**src/rtl/nv_nvdla_sdp_rdma_arb_pkg.sv**
```systemverilog
// Shared constants for the SDP read-DMA request arbiter: default sizes, requester IDs, credit width.
// Latency: n/a (package only).
// Backpressure: n/a (package only).
package nv_nvdla_sdp_rdma_arb_pkg;

    localparam int DEF_NUM_REQ    = 4;
    localparam int DEF_PD_W       = 79;
    localparam int DEF_CREDIT_MAX = 8;

    // Requester ID encoding, also used on mcif_rd_req_src
    localparam int ID_W = 2;
    localparam logic [ID_W-1:0] ID_MRDMA = 2'd0;
    localparam logic [ID_W-1:0] ID_BRDMA = 2'd1;
    localparam logic [ID_W-1:0] ID_NRDMA = 2'd2;
    localparam logic [ID_W-1:0] ID_ERDMA = 2'd3;

    // Counter wide enough to hold 0..max inclusive
    function automatic int credit_w(input int max_credits);
        return $clog2(max_credits + 1);
    endfunction

    localparam int CREDIT_W = credit_w(DEF_CREDIT_MAX);

endpackage

```
**src/rtl/nv_nvdla_sdp_rdma_rr_pick.sv**
```systemverilog
// Round-robin picker: first eligible requester after last_grant wins, one-hot plus encoded ID.
// Latency: purely combinational.
// Backpressure: none; the caller decides whether the pick is used.
module nv_nvdla_sdp_rdma_rr_pick
    import nv_nvdla_sdp_rdma_arb_pkg::*;
#(
    parameter int NUM_REQ = DEF_NUM_REQ
)(
    input  logic [NUM_REQ-1:0] i_eligible,
    input  logic [ID_W-1:0]    i_last_grant,
    output logic [NUM_REQ-1:0] o_grant,
    output logic [ID_W-1:0]    o_id
);

    logic [ID_W-1:0] w_idx;
    logic            w_found;

    // Walk the ring starting one past the previous winner; lowest offset eligible wins
    always_comb begin
        o_grant = '0;
        o_id    = '0;
        w_idx   = '0;
        w_found = 1'b0;
        for (int k = 1; k <= NUM_REQ; k++) begin
            w_idx = ID_W'((int'(i_last_grant) + k) % NUM_REQ);
            if (!w_found && i_eligible[w_idx]) begin
                w_found        = 1'b1;
                o_grant[w_idx] = 1'b1;
                o_id           = w_idx;
            end
        end
    end

endmodule

```
**src/rtl/nv_nvdla_sdp_rdma_req_arb.sv**
```systemverilog
// Credit-gated round-robin merge of SDP read-DMA requests onto one registered MCIF request port.
// Latency: 1 cycle from req_valid&req_ready to mcif_rd_req_valid; 1 request/cycle when the port is ready.
// Backpressure: req_ready only asserts when the output register is empty or draining; optional stall
//               counter is compiled in with NVDLA_SDP_RDMA_ARB_PERF_EN.
module nv_nvdla_sdp_rdma_req_arb
    import nv_nvdla_sdp_rdma_arb_pkg::*;
#(
    parameter int NUM_REQ    = DEF_NUM_REQ,
    parameter int PD_W       = DEF_PD_W,
    parameter int CREDIT_MAX = DEF_CREDIT_MAX
)(
    input  logic                    nvdla_core_clk,
    input  logic                    nvdla_core_rstn,
    input  logic                    op_load,
    input  logic [NUM_REQ-1:0]      req_valid,
    output logic [NUM_REQ-1:0]      req_ready,
    input  logic [NUM_REQ*PD_W-1:0] req_pd,
    input  logic [NUM_REQ-1:0]      cdt_pop,
    output logic                    mcif_rd_req_valid,
    input  logic                    mcif_rd_req_ready,
    output logic [PD_W-1:0]         mcif_rd_req_pd,
    output logic [ID_W-1:0]         mcif_rd_req_src,
    output logic [NUM_REQ-1:0]      credit_empty
`ifdef NVDLA_SDP_RDMA_ARB_PERF_EN
    ,
    output logic [31:0]             dp2reg_arb_stall
`endif
);

    localparam int           CW   = credit_w(CREDIT_MAX);
    localparam logic [CW-1:0] CMAX = CW'(CREDIT_MAX);

    logic [CW-1:0]      r_credit [NUM_REQ];
    logic [ID_W-1:0]    r_last_grant;
    logic               r_out_vld;
    logic [PD_W-1:0]    r_out_pd;
    logic [ID_W-1:0]    r_out_src;

    logic [NUM_REQ-1:0] w_eligible;
    logic [NUM_REQ-1:0] w_grant;
    logic [ID_W-1:0]    w_grant_id;
    logic               w_can_load;
    logic               w_accept;

    // A requester may compete only while it holds at least one credit
    always_comb begin
        w_eligible   = '0;
        credit_empty = '0;
        for (int i = 0; i < NUM_REQ; i++) begin
            credit_empty[i] = (r_credit[i] == '0);
            w_eligible[i]   = req_valid[i] && (r_credit[i] != '0);
        end
    end

    nv_nvdla_sdp_rdma_rr_pick #(
        .NUM_REQ      (NUM_REQ)
    ) u_rr_pick (
        .i_eligible   (w_eligible),
        .i_last_grant (r_last_grant),
        .o_grant      (w_grant),
        .o_id         (w_grant_id)
    );

    // Only hand out a grant when the output slot will be free at the next edge
    assign w_can_load = !r_out_vld || mcif_rd_req_ready;
    assign req_ready  = w_can_load ? w_grant : '0;
    assign w_accept   = |req_ready;

    assign mcif_rd_req_valid = r_out_vld;
    assign mcif_rd_req_pd    = r_out_pd;
    assign mcif_rd_req_src   = r_out_src;

    // Output slot: load the winner, hold under backpressure, empty when drained
    always_ff @(posedge nvdla_core_clk or negedge nvdla_core_rstn) begin
        if (!nvdla_core_rstn) begin
            r_out_vld <= 1'b0;
            r_out_pd  <= '0;
            r_out_src <= '0;
        end else if (w_accept) begin
            r_out_vld <= 1'b1;
            r_out_pd  <= req_pd[w_grant_id*PD_W +: PD_W];
            r_out_src <= w_grant_id;
        end else if (mcif_rd_req_ready) begin
            r_out_vld <= 1'b0;
        end
    end

    // Round-robin pointer; a layer start wins over a same-cycle grant so requester 0 leads next
    always_ff @(posedge nvdla_core_clk or negedge nvdla_core_rstn) begin
        if (!nvdla_core_rstn) begin
            r_last_grant <= ID_W'(NUM_REQ - 1);
        end else if (op_load) begin
            r_last_grant <= ID_W'(NUM_REQ - 1);
        end else if (w_accept) begin
            r_last_grant <= w_grant_id;
        end
    end

    // Per-requester credits: spend on grant, refill on cdt_pop, both together cancel out
    always_ff @(posedge nvdla_core_clk or negedge nvdla_core_rstn) begin
        if (!nvdla_core_rstn) begin
            for (int i = 0; i < NUM_REQ; i++) begin
                r_credit[i] <= CMAX;
            end
        end else begin
            for (int i = 0; i < NUM_REQ; i++) begin
                case ({req_ready[i], cdt_pop[i]})
                    2'b10:   r_credit[i] <= r_credit[i] - CW'(1);
                    2'b01:   if (r_credit[i] != CMAX) r_credit[i] <= r_credit[i] + CW'(1);
                    default: ;
                endcase
            end
        end
    end

`ifndef SYNTHESIS
    // A credit return with no credit outstanding means the requester and arbiter disagree
    always_ff @(posedge nvdla_core_clk) begin
        for (int i = 0; i < NUM_REQ; i++) begin
            if (nvdla_core_rstn && cdt_pop[i] && !req_ready[i]) begin
                assert (r_credit[i] != CMAX)
                    else $error("credit overflow on requester %0d", i);
            end
        end
    end
`endif

`ifdef NVDLA_SDP_RDMA_ARB_PERF_EN
    logic [31:0] r_stall;

    // Count cycles the MCIF port holds us off; saturating, cleared at layer start
    always_ff @(posedge nvdla_core_clk or negedge nvdla_core_rstn) begin
        if (!nvdla_core_rstn) begin
            r_stall <= '0;
        end else if (op_load) begin
            r_stall <= '0;
        end else if (r_out_vld && !mcif_rd_req_ready && (r_stall != 32'hFFFF_FFFF)) begin
            r_stall <= r_stall + 32'd1;
        end
    end

    assign dp2reg_arb_stall = r_stall;
`endif

endmodule

```
**config.mk**
```make
export PLATFORM = sky130hd
export DESIGN_NAME = nv_nvdla_sdp_rdma_req_arb
export DESIGN_NICKNAME = d
export VERILOG_FILES = /design/src/rtl/nv_nvdla_sdp_rdma_arb_pkg.sv /design/src/rtl/nv_nvdla_sdp_rdma_rr_pick.sv /design/src/rtl/nv_nvdla_sdp_rdma_req_arb.sv
export SDC_FILE = /design/constraint.sdc
export NUM_CORES = 1
export LEC_CHECK = 0
export ABC_AREA = 1
export BUFFER_PORTS_ARGS = -buffer_cell sky130_fd_sc_hd__buf_2
export CORE_AREA = 2 2 163 165
export CTS_CLUSTER_DIAMETER = 100
export CTS_CLUSTER_SIZE = 20
export DETAILED_ROUTE_END_ITERATION = 6
export DIE_AREA = 0 0 165 167
export PLACE_DENSITY = 0.67
export SETUP_SLACK_MARGIN = 0.5
export SYNTH_ARGS = -nofsm -noshare
export SYNTH_HDL_FRONTEND = slang
export SYNTH_HIERARCHICAL = 1
export SYNTH_SLANG_ARGS = --single-unit
```
**constraint.sdc**
```tcl
create_clock -name nvdla_core_clk -period 3 [get_ports nvdla_core_clk]
set_input_delay 0.3 -clock nvdla_core_clk [delete_from_list [all_inputs] [get_ports nvdla_core_clk]]
set_output_delay 0.3 -clock nvdla_core_clk [all_outputs]
set_load 0.02 [all_outputs]
```
== Yosys cells after proc, flatten, opt, wreduce, memory -nomap -nowiden ==
Index checks and enable logic that the tools add are counted.
W data, S select, Z words.
Word-level totals
  register bits after elaboration: 100
  input port bits: 328
  output and inout bits: 90
  word-level logic and storage cells: 124
Operators by class
  $add $sub $neg: 12
  $mul: 1
  magnitude comparators: 8
  equal/unequal tests: 16
  shift operators: 1
  mux-type cells: 40
  bitwise operators: 3
  reductions and logical operators: 35
Operators with widths (number)
  $shiftx A316 B10 Y79: 1
  $mux W4: 9
  $pmux W4 S2: 4
  $add A4 B1 Y4 const B: 4
  $logic_not A4 Y1: 4
  $ne A4 B4 Y1 const B: 4
  $reduce_bool A4 Y1: 4
  $sub A4 B1 Y4 const B: 4
  $mux W1: 13
  $lt A2 B3 Y1 const B: 4
  $mux W2: 6
  $or A4 B4 Y4: 3
  $reduce_bool A2 Y1: 6
  $logic_and A1 B1 Y1: 11
  $mul A2 B7 Y9 const B: 1
  $bmux W1 S2: 4
  $demux W1 S2: 4
  $eq A2 B1 Y1 const B: 4
  $eq A2 B2 Y1 const B: 4
  $ge A2 B1 Y1 const B: 4
  $ne A2 B2 Y1 const B: 4
  $reduce_and A2 Y1: 4
  $add A2 B1 Y2 const B: 2
  $add A2 B2 Y2 const B: 2
  other kinds (3): 6

== Depth between registers and ports, before layout ==
Gate-level depths: netlist (run 1).
  depth in word-level cells: 18
  mapped depth: 20
  depth with buffers taken out: 20

== Hierarchy ==
The synthesis (run 1) kept the hierarchy.
Modules (own cells, without submodules)
  nv_nvdla_sdp_rdma_req_arb: instances 1, cells an instance 970, area each 6582.6 um2
  nv_nvdla_sdp_rdma_rr_pick: instances 1, cells an instance 85, area each 535.5 um2

== Least setup slack after synthesis (run 1) ==
No wires, ideal clock.
  path type: flip-flop to flip-flop
  from: register r_credit[8] (netlist name)
  to: register r_credit[11] (netlist name)
  setup time: 0.061 ns
  arrival time: 3.177 ns
  data required time: 2.939 ns
  path slack: -0.238 ns
  cell stages (with the launch flop): 20
  path buffers: 0
  cell sequence: dfrtp_1 -> nor4_1 -> nor2_1 -> nand2_8 -> nand2_4 -> nand2_4 -> nand2_4 -> nor2_8 -> nand3_1 -> nand3_1 -> nand2_1 -> nand2_1 -> ha_1 -> nand2_1 -> nand2_1 -> nor2_1 -> nand2_1 -> nand3_1 -> nand2_1 -> nand2_1
On the way
  longest elaborated chain between the ends: 18
  elaborated cells on any way between the ends: 37
  classes of those cells: 2 x add/sub; 4 x eq/ne; 18 x mux; 3 x bitwise; 10 x reduce/logical
Ends and longest elaborated chain
  start, declared: line nv_nvdla_sdp_rdma_req_arb.sv:33  | logic [CW-1:0] r_credit [NUM_REQ];
  start signal, assigned by index: line nv_nvdla_sdp_rdma_req_arb.sv:108  | 2'b10: r_credit[i] <= r_credit[i] - CW'(1);
  $reduce_bool A4 Y1 *: line nv_nvdla_sdp_rdma_req_arb.sv:51  | w_eligible[i] = req_valid[i] && (r_credit[i] != '0);
  $logic_and A1 B1 Y1 *: line nv_nvdla_sdp_rdma_req_arb.sv:51
  net w_eligible[1]: line nv_nvdla_sdp_rdma_req_arb.sv:39  | logic [NUM_REQ-1:0] w_eligible;
  $bmux W1 S2: line nv_nvdla_sdp_rdma_rr_pick.sv:26  | if (!w_found && i_eligible[w_idx]) begin
  $mux W1 (not written as such): line nv_nvdla_sdp_rdma_rr_pick.sv:26
  $mux W1: line nv_nvdla_sdp_rdma_rr_pick.sv:26
  $logic_not A1 Y1: line nv_nvdla_sdp_rdma_rr_pick.sv:26
  $logic_and A1 B1 Y1: line nv_nvdla_sdp_rdma_rr_pick.sv:26
  [... 4 more ...]
  $logic_not A1 Y1: line nv_nvdla_sdp_rdma_rr_pick.sv:26
  $logic_and A1 B1 Y1: line nv_nvdla_sdp_rdma_rr_pick.sv:26
  $mux W4 *: line nv_nvdla_sdp_rdma_rr_pick.sv:26
  net w_grant[1]: line nv_nvdla_sdp_rdma_req_arb.sv:40  | logic [NUM_REQ-1:0] w_grant;
  $mux W4 *: line nv_nvdla_sdp_rdma_req_arb.sv:66  | assign req_ready = w_can_load ? w_grant : '0;
  $eq A2 B1 Y1 or $eq A2 B2 Y1 (tied branches): line nv_nvdla_sdp_rdma_req_arb.sv:107  | case ({req_ready[i], cdt_pop[i]})
  $ne A2 B2 Y1 (no source line) or $reduce_bool A2 Y1 (tied branches)
  $reduce_and A2 Y1 (no source line)
Mark *: on every way through the listed nets, which the timed path passes. The rest lies on a longest branch. The select of a mux whose other input is x is not followed.
A chain may end at the register's enable or synchronous reset.

== Worst setup path in the final report (run 1) ==
  from: register r_credit[9] (netlist name)
  to: register r_out_pd[71] (netlist: mcif_rd_req_pd[71])
On the way
  longest elaborated chain between the ends: 16
  elaborated cells on any way between the ends: 34
  classes of those cells: 1 x mul; 1 x shift; 20 x mux; 3 x bitwise; 9 x reduce/logical
Ends and longest elaborated chain
  $reduce_bool A4 Y1 *: line nv_nvdla_sdp_rdma_req_arb.sv:51
  $logic_and A1 B1 Y1 *: line nv_nvdla_sdp_rdma_req_arb.sv:51
  net w_eligible[1]: line nv_nvdla_sdp_rdma_req_arb.sv:39
  $bmux W1 S2: line nv_nvdla_sdp_rdma_rr_pick.sv:26
  $mux W1 (not written as such): line nv_nvdla_sdp_rdma_rr_pick.sv:26
  $mux W1: line nv_nvdla_sdp_rdma_rr_pick.sv:26
  $logic_not A1 Y1: line nv_nvdla_sdp_rdma_rr_pick.sv:26
  $logic_and A1 B1 Y1: line nv_nvdla_sdp_rdma_rr_pick.sv:26
  [... 2 more ...]
  $logic_and A1 B1 Y1: line nv_nvdla_sdp_rdma_rr_pick.sv:26
  $mux W1: line nv_nvdla_sdp_rdma_rr_pick.sv:26
  $logic_not A1 Y1: line nv_nvdla_sdp_rdma_rr_pick.sv:26
  $logic_and A1 B1 Y1: line nv_nvdla_sdp_rdma_rr_pick.sv:26
  $mux W4 *: line nv_nvdla_sdp_rdma_rr_pick.sv:26
  net w_grant[3]: line nv_nvdla_sdp_rdma_req_arb.sv:40
  $mux W4 *: line nv_nvdla_sdp_rdma_req_arb.sv:66
  $reduce_or A4 Y1 *: line nv_nvdla_sdp_rdma_req_arb.sv:67  | assign w_accept = |req_ready;
  end signal, assigned: line nv_nvdla_sdp_rdma_req_arb.sv:81  | r_out_pd <= req_pd[w_grant_id*PD_W +: PD_W];
  end, declared: line nv_nvdla_sdp_rdma_req_arb.sv:36  | logic [PD_W-1:0] r_out_pd;
Marks and branches as above.

==> impl_metrics.toml, run 1 <==
[detailed_routing]
drtAntennaViolNets = 0
drt_iter0_markers = 695
drc_errors = 0
routed_wl_microns = 34400
first_pass_iters = 5
viasPerCell = 5.02
via_count = 9400
wire_per_inst_microns = 18.4

[grt]
grt_pass1_vias = 8978
grt_use_total_pct = 23.9
overflow = 0
grt_antenna_before_repair = 11
grt_pass1_wl_microns = 50300
grt_start_max_net_pins = 54

[job]
max_cap_violations = 0

[floorplanning]
core_area_sq_um = 25800
die_h_microns = 167
pin_count = 418
die_x_microns = 165
dieArea_sq_um = 27600
num_rows = 59
initial_utilization_pct = 27.6

[layout]
area_growth_pct = 70.6
fillCellCount = 2549
finalNonFillerCells = 1871
nets = 1869
drive_gt1_share_pct = 45.0

[worst_setup_path]
cp_max_fo = 15
cp.arrival_ps = 3020
start_kind = "flip-flop"
worstReg2RegEnd = "mcif_rd_req_pd[71]$_DFFE_PN0P_"
path_class = "reg2reg"
reg2reg_depth = 16
crit_path_end_kind = "flip-flop"
endpoint = "mcif_rd_req_pd[71]$_DFFE_PN0P_"
reg2reg_from = "r_credit[9]$_DFFE_PN0P_"
worstPathRequired_ps = 3280
r2r_slack_ps = 260
cp-startpoint = "r_credit[9]$_DFFE_PN0P_"

[clocking]
cts_max_path_buffers = 2
cts_tree = "yes"
path_clk_slew_ps = 70
numClockSinks = 100
h-tree-depth = 3
cts_inserted_buffers = 9
root_buffer = "clkbuf_16"
cts_hold_buffers = 0
clkLatencyLatePin_ps = 360

[synthesis]
synth_area_per_cell_sq_um = 6.75
synth_xor_area_share_pct = 0.984
synthSimpleGateAreaFrac_pct = 31.8
synth_edf_count = 0
synth_compound_area_share_pct = 20.3
netlist_instances = 1055
synth_top_cells_by_count = "423 x nor2_1, 150 x o21ai_0, 94 x dfrtp_1"
yosys.area.top_type = "dfrtp_1"
synth_ff_type = "dfrtp_1"
synthTopCellsByArea = "dfrtp_1 33%, nor2_1 22%, o21ai_0 11%"
synth-seq-cells = 100
synth_fa_ha_area_share_pct = 3.94
syn_area_sq_um = 7120
seq_area_frac_synth_pct = 35.3
synth.area.mux_share_pct = 0
yosysUniqueCellTypes = 33
synth_top_area_share_pct = 33.0
postSynthNetCount = 1403
yosys_warnings = 6
async_flop_share_pct = 100
synth_top_family_by_area = "simple AND/OR/NAND/NOR gates"
yosys.cell_count.top_type = "nor2_1"

[timing]
relSlewSlack_pct = 47.9
fmax_mhz = 366
finalMaxSlewViolations = 0
setup_viol = 0
post-route-min-period_ps = 2740
setup_tns_ps = 0
period_share_pct = 91.2
final-hold-violation-count = 0
tightestPinTransition_ps = 781
rsz0062_at_grt = "true"
fin_worst_skew_ps = 17.2

[placed_design]
hpwlAfterDp_microns = 21000
place_congestion = 0.924
numPortBuffers = 417
dp_cells = 1762

[run_status]
status = "complete, no violations"

[hold_path]
min_path_type = "in2async"
## kinds of logic (layout without fill, tap and decap cells)
kind of cell	Yosys count	in the layout
simple gates	559	560
compound gates	264	264
buf+inv	104	574
flops	100	100
fa+ha+maj	20	20
xor+xnor	8	8
other cells	0	10
## placed cells by master (no fill, tap or decap), types with 4 or more instances in the layout
cell / instances
nor2_1: 403
buf_2: 413
ha_4: 7
nor4_4: 4
nand2_2: 16
a31oi_2: 5
nand2_4: 10
buf_4: 39
dfstp_2: 6
nor2_2: 10
o21ai_0: 70
nand3_2: 11
inv_1: 20
o21ai_2: 18
a21oi_2: 5
dfrtp_1: 86
o21ai_1: 74
nand2_8: 5
inv_2: 7
ha_1: 9
nand4_1: 4
dfrtp_2: 8
a31oi_1: 72
a21oi_1: 11
nand2_1: 50
xor2_1: 4
clkbuf_16: 10
buf_6: 10
buf_16: 28
diode_2: 10
buf_12: 28
nand3_1: 27
nand3_4: 7
nor2_4: 12
inv_6: 4
## critical path, stage by stage (launching register included)
cell,delay (ps)
dfrtp_2,450
nor4_4,370
nor2_4,100
inv_1,70
nand2_1,70
nand3_1,100
nand2_1,70
nand2_2,110
inv_4,70
nand3_2,70
nand3_2,150
o21ai_4,290
nand2_8,90
buf_12,160
buf_12,140
buf_16,150
a31oi_4,170
## state kept, by name (all words and copies together), names as in the netlist
register           cells
mcif_rd_req_src        2
mcif_rd_req_valid      1
mcif_rd_req_pd        79
r_credit              16
r_last_grant           2
## timing repair
item                                    4_1_cts  5_1_grt
cloned                                       27        2
endpoints found under the setup margin       99      102
buffers inserted                             38       16
gates resized for setup                     200       72
pin swaps                                    57       33
## stage by stage
stage                     utilization, %  hold WS, ps  cell area (sq um)  setup WS, ps
after global routing                47.1         40.4              12100           115
after detailed placement            37.7          426               9710           190
after CTS                           45.2         41.0              11600           381
final                               47.1        0.968              12100           264
after global placement              37.7          408               9710           204
after floorplan                        -         4.41               7290           436
## how the worst min path moves through the flow
stage | endpoint | cells after the start | slack [ps] | start
3_3_place_gp | r_credit[13]$_DFFE_PN0P_ | 1 | 410 | nvdla_core_rstn
5_1_grt | r_credit[6]$_DFFE_PN0P_ | 1 | 40 | nvdla_core_rstn
4_1_cts | mcif_rd_req_pd[11]$_DFFE_PN0P_ | 1 | 40 | nvdla_core_rstn
3_5_place_dp | r_credit[6]$_DFFE_PN0P_ | 1 | 430 | nvdla_core_rstn
2_1_floorplan | mcif_rd_req_pd[0]$_DFFE_PN0P_ | 0 | 4 | nvdla_core_rstn
6_report | r_credit[6]$_DFFE_PN0P_ | 1 | 1 | nvdla_core_rstn
## layout make-up
type	count	area [sq um]	share of cell area [%]
antenna	10	25.0	0.206
clock inverter	5	60.1	0.494
timing repair buffer	523	3920	32.3
sequential	100	2520	20.7
inverter	33	165	1.36
timing repair inverter	2	17.5	0.144
tap	335	419	3.45
multi-input combinational	852	4770	39.3
clock buffer	11	243	2.00
## metal layers
metal / track usage, % / share of wire, % / vias up / wire length, microns
met5: 0 / 0 / - / 0
met4: 7.94 / 2.9 / 0 / 1010
met3: 5.65 / 7.9 / 71 / 2730
met2: 39.5 / 48 / 426 / 16500
met1: 30.4 / 41 / 4428 / 14100
li1: - / - / 4475 / -
Power of run 1 is left out: the tool's default activity adds up to more than one toggle a clock period on the data nets, which glitch-free logic cannot reach.
==> run 2, diff against run 1 <==
- ABC_AREA: 1 -> not set
- CORE_AREA: 2 2 163 165 -> 2 2 165 167
- DIE_AREA: 0 0 165 167 -> 0 0 167 169
- PLACE_DENSITY: 0.67 -> 0.65
==> run 2 against run 1 <==
  * The run now ends with negative setup slack left
  * Design area down 4.6%
  * Critical path depth down 2
  * Core utilization decreased by 3.4 points
  * Highest routed layer unchanged
==> impl_metrics.toml, run 2 <==
[synthesis]
synth_top_cells_by_count = "264 x nand2_1, 94 x dfrtp_1, 81 x mux4_2"
yosys.cell_count.top_type = "nand2_1"
synth-seq-cells = 100
synthTopCellsByArea = "dfrtp_1 34%, mux4_2 27%, nand2_1 14%"
syn_area_sq_um = 6870
synth_top_area_share_pct = 34.3
async_flop_share_pct = 100
synth_area_per_cell_sq_um = 10.6
yosys.area.top_type = "dfrtp_1"
synth_ff_type = "dfrtp_1"
synth_edf_count = 0
postSynthNetCount = 998
yosysUniqueCellTypes = 49
netlist_instances = 650
yosys_warnings = 6
seq_area_frac_synth_pct = 36.6

[grt]
grt_antenna_before_repair = 4
grt.busiest_layer = "met2"
grt_pass1_wl_microns = 40900
grt_pass1_vias = 7221
use_met2_pct = 31.6
use_met3_pct = 3.30
grt_start_max_net_pins = 60
overflow = 0
grt_use_total_pct = 18.8
grt_util_met1_pct = 25.1

[floorplanning]
dieArea_sq_um = 28200
core_area_sq_um = 26500
pin_count = 418
die_h_microns = 169
num_rows = 60
die_x_microns = 167
initial_utilization_pct = 25.9

[placed_design]
hpwlAfterDp_microns = 20900
pre_cts_slack_ps = -415
place_congestion = 0.861
numPortBuffers = 417

[detailed_routing]
drt_iter0_markers = 345
drc_errors = 0
viasPerCell = 4.79
first_pass_iters = 4
routed_wl_microns = 28900
drtAntennaViolNets = 0
wire_per_inst_microns = 18.9
via_count = 7299

[layout]
final_core_util_pct = 43.7
regArea_sq_um = 2510
multi_input_area_sq_um = 4640
fillCellCount = 2541
drive_gt1_share_pct = 68.0
nets = 1523
layout_commonest_cell = "buf_2"
final_cell_mix = "412 x buf_2, 199 x nand2_1, 103 x buf_4"
largest_reg_flops = 79
area_growth_pct = 68.8

[clocking]
cts_max_path_buffers = 2
cts_inserted_buffers = 9
numClockSinks = 100
cts_tree = "yes"
h-tree-depth = 3
clkLatencyLatePin_ps = 360
root_buffer = "clkbuf_16"
path_clk_slew_ps = 80

[worst_setup_path]
cp.arrival_ps = 3650
reg2reg_depth = 14
slowest_delay_ps = 550
crit_path_end_kind = "flip-flop"
cp_max_fo = 6
crit_chain = "or3_4, nor2_4, nor2b_4, mux4_2, nand2_1, o21ai_1, a221o_2, a21boi_2, inv_2, ha_4, a21o_1, a21oi_2, mux2_4, mux2i_1"
path_buf_inv = 1
crit_slowest_cell = "mux4_2"
path_class = "reg2reg"
worstPathRequired_ps = 3290
crit_cells = 14
critPathTopFamily = "multiplexers"
start_kind = "flip-flop"

[power]
peakVddDrop_v = 0.000779
powerDensity_nw_per_um2 = 1410
static-leakage-power_nw = 5.88

[timing]
finalMaxSlewViolations = 0
fin_worst_skew_ps = 11.6
tightestPinTransition_ps = 814
final-hold-violation-count = 0
fmax_mhz = 298
relSlewSlack_pct = 45.7
period_share_pct = 112
setup_viol = 100
post-route-min-period_ps = 3360
worst_slack_ps = -361
rsz0062_at_grt = "true"

[run_status]
violations = "negative setup slack"
status = "complete, but fails checks"

[job]
max_cap_violations = 0

[hold_path]
min_path_type = "in2async"
[run 2: cell count changes after synthesis, sizes merged, moves of 18 or more]
cell,change
nand3,-45
o21ai,-159
a31oi,-79
nor2,-418
inv,-18
mux4,+81
nand2,+183
[run 2: stage by stage]
stage          setup TNS, ps  instance area [sq um]  hold slack [ps]  power, mW  std cells
2_1_floorplan         -23870                   7090             4.41       8.85        650
3_3_place_gp          -14640                  10200              430       11.9       1458
3_5_place_dp          -18540                  10200              444       12.1       1458
4_1_cts               -25950                  11000             37.2       14.9       1501
5_1_grt               -39150                  11600             89.1       17.5       1523
6_report              -25970                  11600             18.3       16.3       1524
[run 2: cell type report]
class,count,share of cell area [%]
timing repair buffer,557,31.6
inverter,14,0.497
antenna,3,0.0648
clock buffer,9,1.94
multi-input combinational,493,40.0
tap,341,3.68
clock inverter,7,0.508
sequential,100,21.7
[run 2: logic make-up (layout without fill, tap and decap cells)]
family,count (synthesis),in the layout,synth area share [%]
adder cells (fa/ha/maj),20,20,4.08
AO/OA/AOI/OAI,61,61,6.54
buffers and inverters,57,587,4.30
multiplexers,97,97,29.1
AND/OR/NAND/NOR,307,307,18.4
other,0,3,0
flip-flops,100,100,36.6
XOR/XNOR,8,8,1.02
[run 2: worst paths after layout]
path                                                startpoint                        endpoint  slack, ps
min in group nvdla_core_clk                            op_load     r_last_grant[0]$_DFFE_PN1P_        170
worst max register to register         r_credit[9]$_DFFE_PN0P_         r_credit[7]$_DFFE_PN1P_       -360
max in group asynchronous                      nvdla_core_rstn         r_credit[3]$_DFFE_PN1P_       2180
worst min-delay path                           nvdla_core_rstn  mcif_rd_req_pd[12]$_DFFE_PN0P_         20
worst min register to register  mcif_rd_req_pd[45]$_DFFE_PN0P_  mcif_rd_req_pd[45]$_DFFE_PN0P_        460
worst max-delay path                   r_credit[9]$_DFFE_PN0P_         r_credit[7]$_DFFE_PN1P_       -360
[run 2: routing by layer]
metal | up-vias | wire length, microns
li1 | 3376 | -
met1 | 3591 | 11700
met2 | 299 | 14900
met3 | 33 | 1780
met4 | 0 | 450
met5 | - | 0
[run 2: report_power, final]
group          switching (mW)  internal (mW)
Combinational            6.16           6.38
Sequential              0.424           2.13
Clock                   0.606          0.578
[run 2: timing repair]
action	4_1_cts	5_1_grt
resized for setup	33	99
pin swaps	17	54
hold buffers	0	0
cloned	8	9
setup endpoints to repair	104	104
setup buffers	19	11
Power figures use the tool's default switching activity.
